**src/rtl/target_box_finder.sv**
```systemverilog
// Per-frame bounding box of pixels inside an RGB window, published once per frame at vsync.
// Latency: box_upd 3 clk after vsync rise at the pin; no backpressure, results held stable for a frame.
module target_box_finder #(
    parameter int H_ACT    = 1280,
    parameter int V_ACT    = 720,
    parameter int MIN_PIX  = 64,
    parameter int HOLD_FRM = 3
) (
    input  logic        clk,
    input  logic        rstn,
    input  logic        pix_valid,
    input  logic        vsync,
    input  logic        de,
    input  logic [10:0] x,
    input  logic [9:0]  y,
    input  logic [23:0] rgb,
    input  logic [23:0] thr_lo,
    input  logic [23:0] thr_hi,
    output logic [10:0] start_xs,
    output logic [9:0]  start_ys,
    output logic [10:0] end_xs,
    output logic [9:0]  end_ys,
    output logic [20:0] pix_cnt,
    output logic        found,
    output logic        box_upd
);

    localparam logic [10:0] X_LIM    = 11'(H_ACT);
    localparam logic [9:0]  Y_LIM    = 10'(V_ACT);
    localparam logic [10:0] X_MAX    = 11'(H_ACT - 1);
    localparam logic [9:0]  Y_MAX    = 10'(V_ACT - 1);
    localparam logic [20:0] CNT_MIN  = 21'(MIN_PIX);
    localparam int          MW       = $clog2(HOLD_FRM + 1);
    localparam logic [MW-1:0] MISS_LIM = MW'(HOLD_FRM);

    typedef enum logic [1:0] {WAIT_VS, ACCUM, COMMIT} state_t;

    state_t      r_state, w_state_nxt;
    logic        r_vs_s1, r_vs_s2;
    logic        w_vs_rise;
    logic [2:0]  w_ch_ok;
    logic        w_match;
    logic        r_m_vld;
    logic [10:0] r_m_x;
    logic [9:0]  r_m_y;

    logic [10:0] r_min_x, r_max_x, w_base_min_x, w_base_max_x, w_nxt_min_x, w_nxt_max_x;
    logic [9:0]  r_min_y, r_max_y, w_base_min_y, w_base_max_y, w_nxt_min_y, w_nxt_max_y;
    logic [20:0] r_cnt, w_base_cnt, w_nxt_cnt;

    logic [MW-1:0] r_miss, w_miss_inc;
    logic          w_hit;

    logic [10:0] r_start_xs, r_end_xs;
    logic [9:0]  r_start_ys, r_end_ys;
    logic [20:0] r_pix_cnt;
    logic        r_found, r_box_upd;

    always_comb begin
        w_ch_ok = '0;
        for (int i = 0; i < 3; i++) begin
            w_ch_ok[i] = (rgb[8*i +: 8] >= thr_lo[8*i +: 8]) && (rgb[8*i +: 8] <= thr_hi[8*i +: 8]);
        end
    end

    assign w_match   = pix_valid & de & (x < X_LIM) & (y < Y_LIM) & (&w_ch_ok);
    assign w_vs_rise = r_vs_s1 & ~r_vs_s2;

    always_ff @(posedge clk or negedge rstn) begin
        if (!rstn) begin
            r_vs_s1 <= 1'b0;
            r_vs_s2 <= 1'b0;
            r_m_vld <= 1'b0;
            r_m_x   <= '0;
            r_m_y   <= '0;
            r_state <= WAIT_VS;
        end else begin
            r_vs_s1 <= vsync;
            r_vs_s2 <= r_vs_s1;
            r_m_vld <= w_match;
            r_m_x   <= x;
            r_m_y   <= y;
            r_state <= w_state_nxt;
        end
    end

    always_comb begin
        w_state_nxt = r_state;
        case (r_state)
            WAIT_VS: if (w_vs_rise) w_state_nxt = ACCUM;
            ACCUM:   if (w_vs_rise) w_state_nxt = COMMIT;
            COMMIT:  w_state_nxt = ACCUM;
            default: w_state_nxt = WAIT_VS;
        endcase
    end

    // Outside ACCUM the accumulators start from the cleared values, so a match landing
    // in COMMIT seeds the next frame instead of being dropped.
    always_comb begin
        w_base_min_x = X_MAX;
        w_base_min_y = Y_MAX;
        w_base_max_x = '0;
        w_base_max_y = '0;
        w_base_cnt   = '0;
        if (r_state == ACCUM) begin
            w_base_min_x = r_min_x;
            w_base_min_y = r_min_y;
            w_base_max_x = r_max_x;
            w_base_max_y = r_max_y;
            w_base_cnt   = r_cnt;
        end
        w_nxt_min_x = w_base_min_x;
        w_nxt_min_y = w_base_min_y;
        w_nxt_max_x = w_base_max_x;
        w_nxt_max_y = w_base_max_y;
        w_nxt_cnt   = w_base_cnt;
        if (r_m_vld && (r_state != WAIT_VS)) begin
            if (r_m_x < w_base_min_x) w_nxt_min_x = r_m_x;
            if (r_m_y < w_base_min_y) w_nxt_min_y = r_m_y;
            if (r_m_x > w_base_max_x) w_nxt_max_x = r_m_x;
            if (r_m_y > w_base_max_y) w_nxt_max_y = r_m_y;
            if (w_base_cnt != '1)     w_nxt_cnt   = w_base_cnt + 1'b1;
        end
    end

    always_ff @(posedge clk or negedge rstn) begin
        if (!rstn) begin
            r_min_x <= X_MAX;
            r_min_y <= Y_MAX;
            r_max_x <= '0;
            r_max_y <= '0;
            r_cnt   <= '0;
        end else begin
            r_min_x <= w_nxt_min_x;
            r_min_y <= w_nxt_min_y;
            r_max_x <= w_nxt_max_x;
            r_max_y <= w_nxt_max_y;
            r_cnt   <= w_nxt_cnt;
        end
    end

    assign w_hit      = (r_cnt >= CNT_MIN);
    assign w_miss_inc = (r_miss >= MISS_LIM) ? r_miss : r_miss + 1'b1;

    always_ff @(posedge clk or negedge rstn) begin
        if (!rstn) begin
            r_start_xs <= '0;
            r_start_ys <= '0;
            r_end_xs   <= '0;
            r_end_ys   <= '0;
            r_pix_cnt  <= '0;
            r_found    <= 1'b0;
            r_box_upd  <= 1'b0;
            r_miss     <= '0;
        end else if (r_state == COMMIT) begin
            r_box_upd <= 1'b1;
            r_pix_cnt <= r_cnt;
            if (w_hit) begin
                r_start_xs <= r_min_x;
                r_start_ys <= r_min_y;
                r_end_xs   <= r_max_x;
                r_end_ys   <= r_max_y;
                r_found    <= 1'b1;
                r_miss     <= '0;
            end else begin
                r_miss <= w_miss_inc;
                if (w_miss_inc >= MISS_LIM) begin
                    r_start_xs <= '0;
                    r_start_ys <= '0;
                    r_end_xs   <= '0;
                    r_end_ys   <= '0;
                    r_found    <= 1'b0;
                end
            end
        end else begin
            r_box_upd <= 1'b0;
        end
    end

    assign start_xs = r_start_xs;
    assign start_ys = r_start_ys;
    assign end_xs   = r_end_xs;
    assign end_ys   = r_end_ys;
    assign pix_cnt  = r_pix_cnt;
    assign found    = r_found;
    assign box_upd  = r_box_upd;

endmodule
```
**config.mk**
```make
export PLATFORM = sky130hd
export DESIGN_NAME = target_box_finder
export DESIGN_NICKNAME = d
export VERILOG_FILES = /design/src/rtl/target_box_finder.sv
export SDC_FILE = /design/constraint.sdc
export NUM_CORES = 1
export LEC_CHECK = 0
export CORE_MARGIN = 5
export CORE_UTILIZATION = 47
export DETAILED_ROUTE_END_ITERATION = 6
export PLACE_DENSITY_LB_ADDON = 0.3
export SLEW_MARGIN = 30
export SYNTH_ARGS = -nofsm -noshare
export SYNTH_HDL_FRONTEND = slang
export SYNTH_SLANG_ARGS = --single-unit
```
**constraint.sdc**
```tcl
create_clock -name clk -period 2.9 [get_ports clk]
set_input_delay 0.58 -clock clk [delete_from_list [all_inputs] [get_ports clk]]
set_output_delay 0.58 -clock clk [all_outputs]
set_load 0.005 [all_outputs]
```
; After elaboration in Yosys (flattened, before gate mapping)
; Index checks and enable logic that the tools add are counted.
[classes]
bitwise_logic = 6
div_mod_pow = 0
magnitude_cmp = 15
n_reduce_logical = 10
n_shift = 0
mux = 29
multipliers = 0
n_eq_ne = 5
n_addsub = 2
[ops]
columns = operator, n
row1 = $mux W11, 9
row2 = $mux W10, 9
row3 = $mux W21, 3
row4 = $ge A8 B8 Y1, 3
row5 = $le A8 B8 Y1, 3
row6 = $add A21 B1 Y21 const B, 1
row7 = $ge A21 B7 Y1 const B, 1
row8 = $ne A21 B21 Y1 const B, 1
row9 = $gt A11 B11 Y1, 1
row10 = $lt A11 B11 Y1, 1
row11 = $lt A11 B11 Y1 const B, 1
row12 = $gt A10 B10 Y1, 1
row13 = $lt A10 B10 Y1, 1
row14 = $lt A10 B10 Y1 const B, 1
row15 = $mux W2, 4
row16 = $pmux W2 S3, 1
row17 = $and A1 B1 Y1, 5
row18 = $ge A2 B2 Y1 const B, 2
row19 = $logic_and A1 B1 Y1, 4
row20 = $ne A2 B2 Y1 const B, 2
row21 = $reduce_and A2 Y1, 2
row22 = $reduce_bool A2 Y1, 2
row23 = $mux W1, 3
row24 = $reduce_and A3 Y1, 1
row25 = 5 further kinds, 5
[word_totals]
inputBits = 98
ff_bits = 156
ram_bits = 0
latch_bits = 0
rom_bits = 0
wordCells = 86
mem_count = 0

; Logic depth before layout (Yosys ltp)
[logic_depth]
word_depth = 5
depth_mapped = 13
mapped_depth_nobuf = 9

; Least setup slack after synthesis
; OpenSTA, ideal clock, no wires.
[synth_timing]
kind = reg2reg
start = reg r_state[0]
end = reg r_max_x[0]
path_stages_with_launch = 14
setup_slack_ns = 0.058
arrival_time_ns = 2.717
path_buffers = 4
setup_time_ns = 0.125
synth_period_minus_slack_ns = 2.842
path_cell_list = dfrtp_1 nor2b_1 buf_4 buf_2 buf_1 nand2_1 ha_1 a211oi_1 o21ai_0 o211ai_1 o211ai_1 o211ai_1 buf_2 mux2_2
[synth_between]
elab_chain_cells = 5
[synth_rtl]
columns = item, line
row1 = from (decl), 38  ; state_t r_state, w_state_nxt;
row2 = from (signal assigned), 83  ; r_state <= w_state_nxt;
row3 = $eq A2 B1 Y1, 105  ; if (r_state == ACCUM) begin
row4 = $mux W11, 105
row5 = $gt A11 B11 Y1, 120  ; if (r_m_x > w_base_max_x) w_nxt_max_x = r_m_x;
row6 = $mux W11, 120
row7 = $mux W11 (*), 117  ; if (r_m_vld && (r_state != WAIT_VS)) begin
row8 = named net w_nxt_max_x[0], 47  ; logic [10:0] r_min_x, r_max_x, w_base_min_x, w_base_max_x, w_nxt_min_x, w_nxt_max_x;
row9 = to (signal assigned), 136  ; r_max_x <= w_nxt_max_x;
row10 = to (decl), 47
; The timed path passes the listed nets; every way through them passes the cells marked *.
; A chain may end at the register's enable or synchronous reset.

; Worst setup path after layout
[layout_timing]
start = reg r_state[1]
end = reg r_cnt[4]
[layout_between]
elab_chain_cells = 5
[layout_rtl]
columns = item, line
row1 = $eq A2 B1 Y1, 105
row2 = $mux W21, 105
row3 = $add A21 B1 Y21 or $ne A21 B21 Y1 (tied branches), 122  ; if (w_base_cnt != '1) w_nxt_cnt = w_base_cnt + 1'b1;
row4 = $mux W21, 122
row5 = $mux W21 (*), 117
row6 = named net w_nxt_cnt[4], 49  ; logic [20:0] r_cnt, w_base_cnt, w_nxt_cnt;
row7 = to (signal assigned), 138  ; r_cnt <= w_nxt_cnt;
row8 = to (decl), 49
; Marks and branches as above.

==> results_dict.tcl <==
set metrics [dict create \
    powerDensity_nw_per_um2 498 \
    worst_path_largest_cell_delay_ps 480 \
    hpwl_mm 14.9 \
    cts_resized 0 \
    num_vias 6377 \
    rows 47 \
    grt_pass1_wl_mm 32.5 \
    synth_nets 969 \
    synth_top_flop_cell "dfrtp_1" \
    synthTopCellsByArea "dfrtp_1 43%, ha_1 14%, a22o_1 5.7%" \
    slew_violations 0 \
    path_class "reg2reg" \
    yosysWarningCount 0 \
    worstSetupStartpointType "flop" \
    routed_wl_mm 19.5 \
    yosys.area.top_type "dfrtp_1" \
    drtAntennaViolNets 0 \
    fin_setup_tns_ps 0 \
    min_period_ps 2680 \
    outcome "completed" \
    die_h_um 141 \
    antenna_found_initial 0 \
    cts-hold-fix-buffers 0 \
    pin_count 163 \
    port_buffers 162 \
    start_util 0.482 \
    ys_types 56 \
    finalCritPeriodShare 0.925 \
    crit_family "simple AND/OR/NAND/NOR gates" \
    worst_path_max_delay_cell "dfrtp_1" \
    cp_max_fo 16 \
    cts_tree "yes" \
    synth-seq-area-share 0.487 \
    arrival_ps 2990 \
    area_growth_pct 32.1 \
    drtIter0Drc 302 \
    cts_buffer_depth 2 \
    hold_class "in2async" \
    async_flop_share 1.00 \
    synth_area_sq_um 8060 \
    cp.buffers_inverters 1 \
    whs_ps 188 \
    synth.most_common_cell "dfrtp_1" \
    grt_pass1_vias 6579 \
    layout.filler_cells 1405 \
    setup_viol 0 \
    drc 0 \
    grt-ovfl-total 0 \
    h-tree-depth 4 \
    worst_pin_slew_ps 775 \
    path_cells "nor2b_4 > buf_4 > and2_1 > ha_1 > and4_1 > nand4_2 > o31a_1 > nand4_1 > xor2_1 > nor2_1" \
    rsz0062_at_grt "no" \
    gp_congestion 0.923 \
    die_x_um 141 \
    end_kind "flop" \
    power_leakage_nw 5.08 \
    fin_nets 1143 \
    cts.clk_slew.worst_paths_ps 60 \
    die_area_sq_um 19900 \
    synth_top_area_frac 0.435 \
    clock_skew_ps 7.58 \
    worstPathRequired_ps 3210 \
    cts_inserted_buffers 17 \
    first_pass_iters 4 \
    maxCapViolCount 0 \
    syn_inst 782 \
    avgSynthCellArea_sq_um 10.3 \
    postCtsSetupBuffers 0 \
    hold_violations 0 \
    synth_commonest_cells "140 x dfrtp_1, 113 x nand2_1, 89 x ha_1" \
    routed_via_density 5.36 \
    grt_max_degree 80 \
    clk_latency_ps 430 \
    grt.total_usage 0.203 \
    wl_per_cell_um 16.4 \
    rrSetupSlack_ps 220 \
    cts_root_buffer "clkbuf_16" \
    slew_headroom 0.478 \
    coreArea_sq_um 16700 \
    ys_seq_elements 156 \
    cts_sinks 156 \
    synth_edf_count 0 \
    max_freq_mhz 373 \
    irDropWorstVdd_mv 0.468 \
    drive_gt1_frac 0.0836 \
]
==> worst register-to-register path, cell delays in order, from the launching register on <==
cell and delay (ps):
dfrtp_1 480, nor2b_4 150, buf_4 230, and2_1 220, ha_1 200, and4_1 290, nand4_2 210, o31a_1 440
nand4_1 140, xor2_1 150, nor2_1 50
==> power breakdown <==
| part | leakage (nW) | total, mW | internal, mW | switching (mW) |
|---|---|---|---|---|
| clock network | 0.285 | 2.20 | 1.33 | 0.875 |
| registers | 2.06 | 2.27 | 2.22 | 0.0469 |
| logic | 2.73 | 0.824 | 0.342 | 0.482 |
| total | 5.08 | 5.30 | 3.89 | 1.40 |
==> state kept, by name, summed over array words and instances, names as in the netlist, 2 cells and up <==
| signal | cells |
|---|---|
| r_min_x | 11 |
| r_m_x | 11 |
| r_miss | 2 |
| r_state | 2 |
| r_cnt | 21 |
| end_ys | 10 |
| start_xs | 11 |
| start_ys | 10 |
| pix_cnt | 21 |
| r_max_x | 11 |
| end_xs | 11 |
| r_max_y | 10 |
| r_m_y | 10 |
| r_min_y | 10 |
==> layout make-up <==
cell class | instances | area, sq um | area share
diodes | 1 | 2.50 | 0.000235
clock buffers | 21 | 470 | 0.0442
clock inverters | 11 | 116 | 0.0109
inverters | 69 | 259 | 0.0243
multi-input cells | 530 | 3780 | 0.355
flip-flops and latches | 156 | 3920 | 0.369
well taps | 220 | 275 | 0.0259
repair buffers | 182 | 1810 | 0.170
==> placed cells by master (no fill, tap or decap), types with 6 or more instances in the layout <==
cell	count
clkdlybuf4s50_1	161
dfrtp_1	140
nand2_1	113
ha_1	89
inv_1	68
a22o_1	52
nor2_1	46
a21oi_1	42
o21ai_0	24
mux2i_1	21
clkbuf_16	17
buf_4	17
nand4_1	16
dfstp_2	16
nand3_1	14
a21o_1	10
xor2_1	10
nand2b_1	8
o211ai_1	8
nor3_1	8
and3_1	7
a211oi_1	6
==> metal layers <==
metal  wire length, um  part of all wire  track usage
met5                 0                 0            0
met4               340             0.017       0.0668
met1              8120              0.42        0.246
met2              9620              0.49        0.347
met3              1420             0.073       0.0630
==> cells by family after synthesis <==
logic type | synth area share
AO/OA/AOI/OAI | 0.143
XOR/XNOR | 0.0163
adder cells (fa/ha/maj) | 0.138
buffers and inverters | 0.0469
flip-flops | 0.487
multiplexers | 0.0275
AND/OR/NAND/NOR | 0.141
==> through the flow <==
stage                     cells  setup WS, ps  total power, mW  instance area [sq um]  utilization
after floorplan             782          57.9             2.71                   8060            -
after global placement     1157           254             3.11                  10000        0.602
after detailed placement   1157           236             3.13                  10000        0.602
after CTS                  1189           216             5.34                  10600        0.637
after global routing       1189          53.5             5.52                  10600        0.637
final                      1190           218             5.30                  10600        0.637
==> worst paths after layout <==
check / start / to / cells past startpoint
hold reg to reg: r_vs_s1$_DFF_PN0_ / r_vs_s2$_DFF_PN0_ / 0
min in group clk: r_vs_s1$_DFF_PN0_ / r_vs_s2$_DFF_PN0_ / 0
max in group asynchronous: rstn / r_min_x[10]$_DFF_PN1_ / 2
setup / recovery: r_state[1]$_DFFE_PN0P_ / r_cnt[4]$_DFF_PN0_ / 10
hold / removal: rstn / pix_cnt[2]$_DFFE_PN0P_ / 1
setup reg to reg: r_state[1]$_DFFE_PN0P_ / r_cnt[4]$_DFF_PN0_ / 10
(Power assumes the default switching activity.)
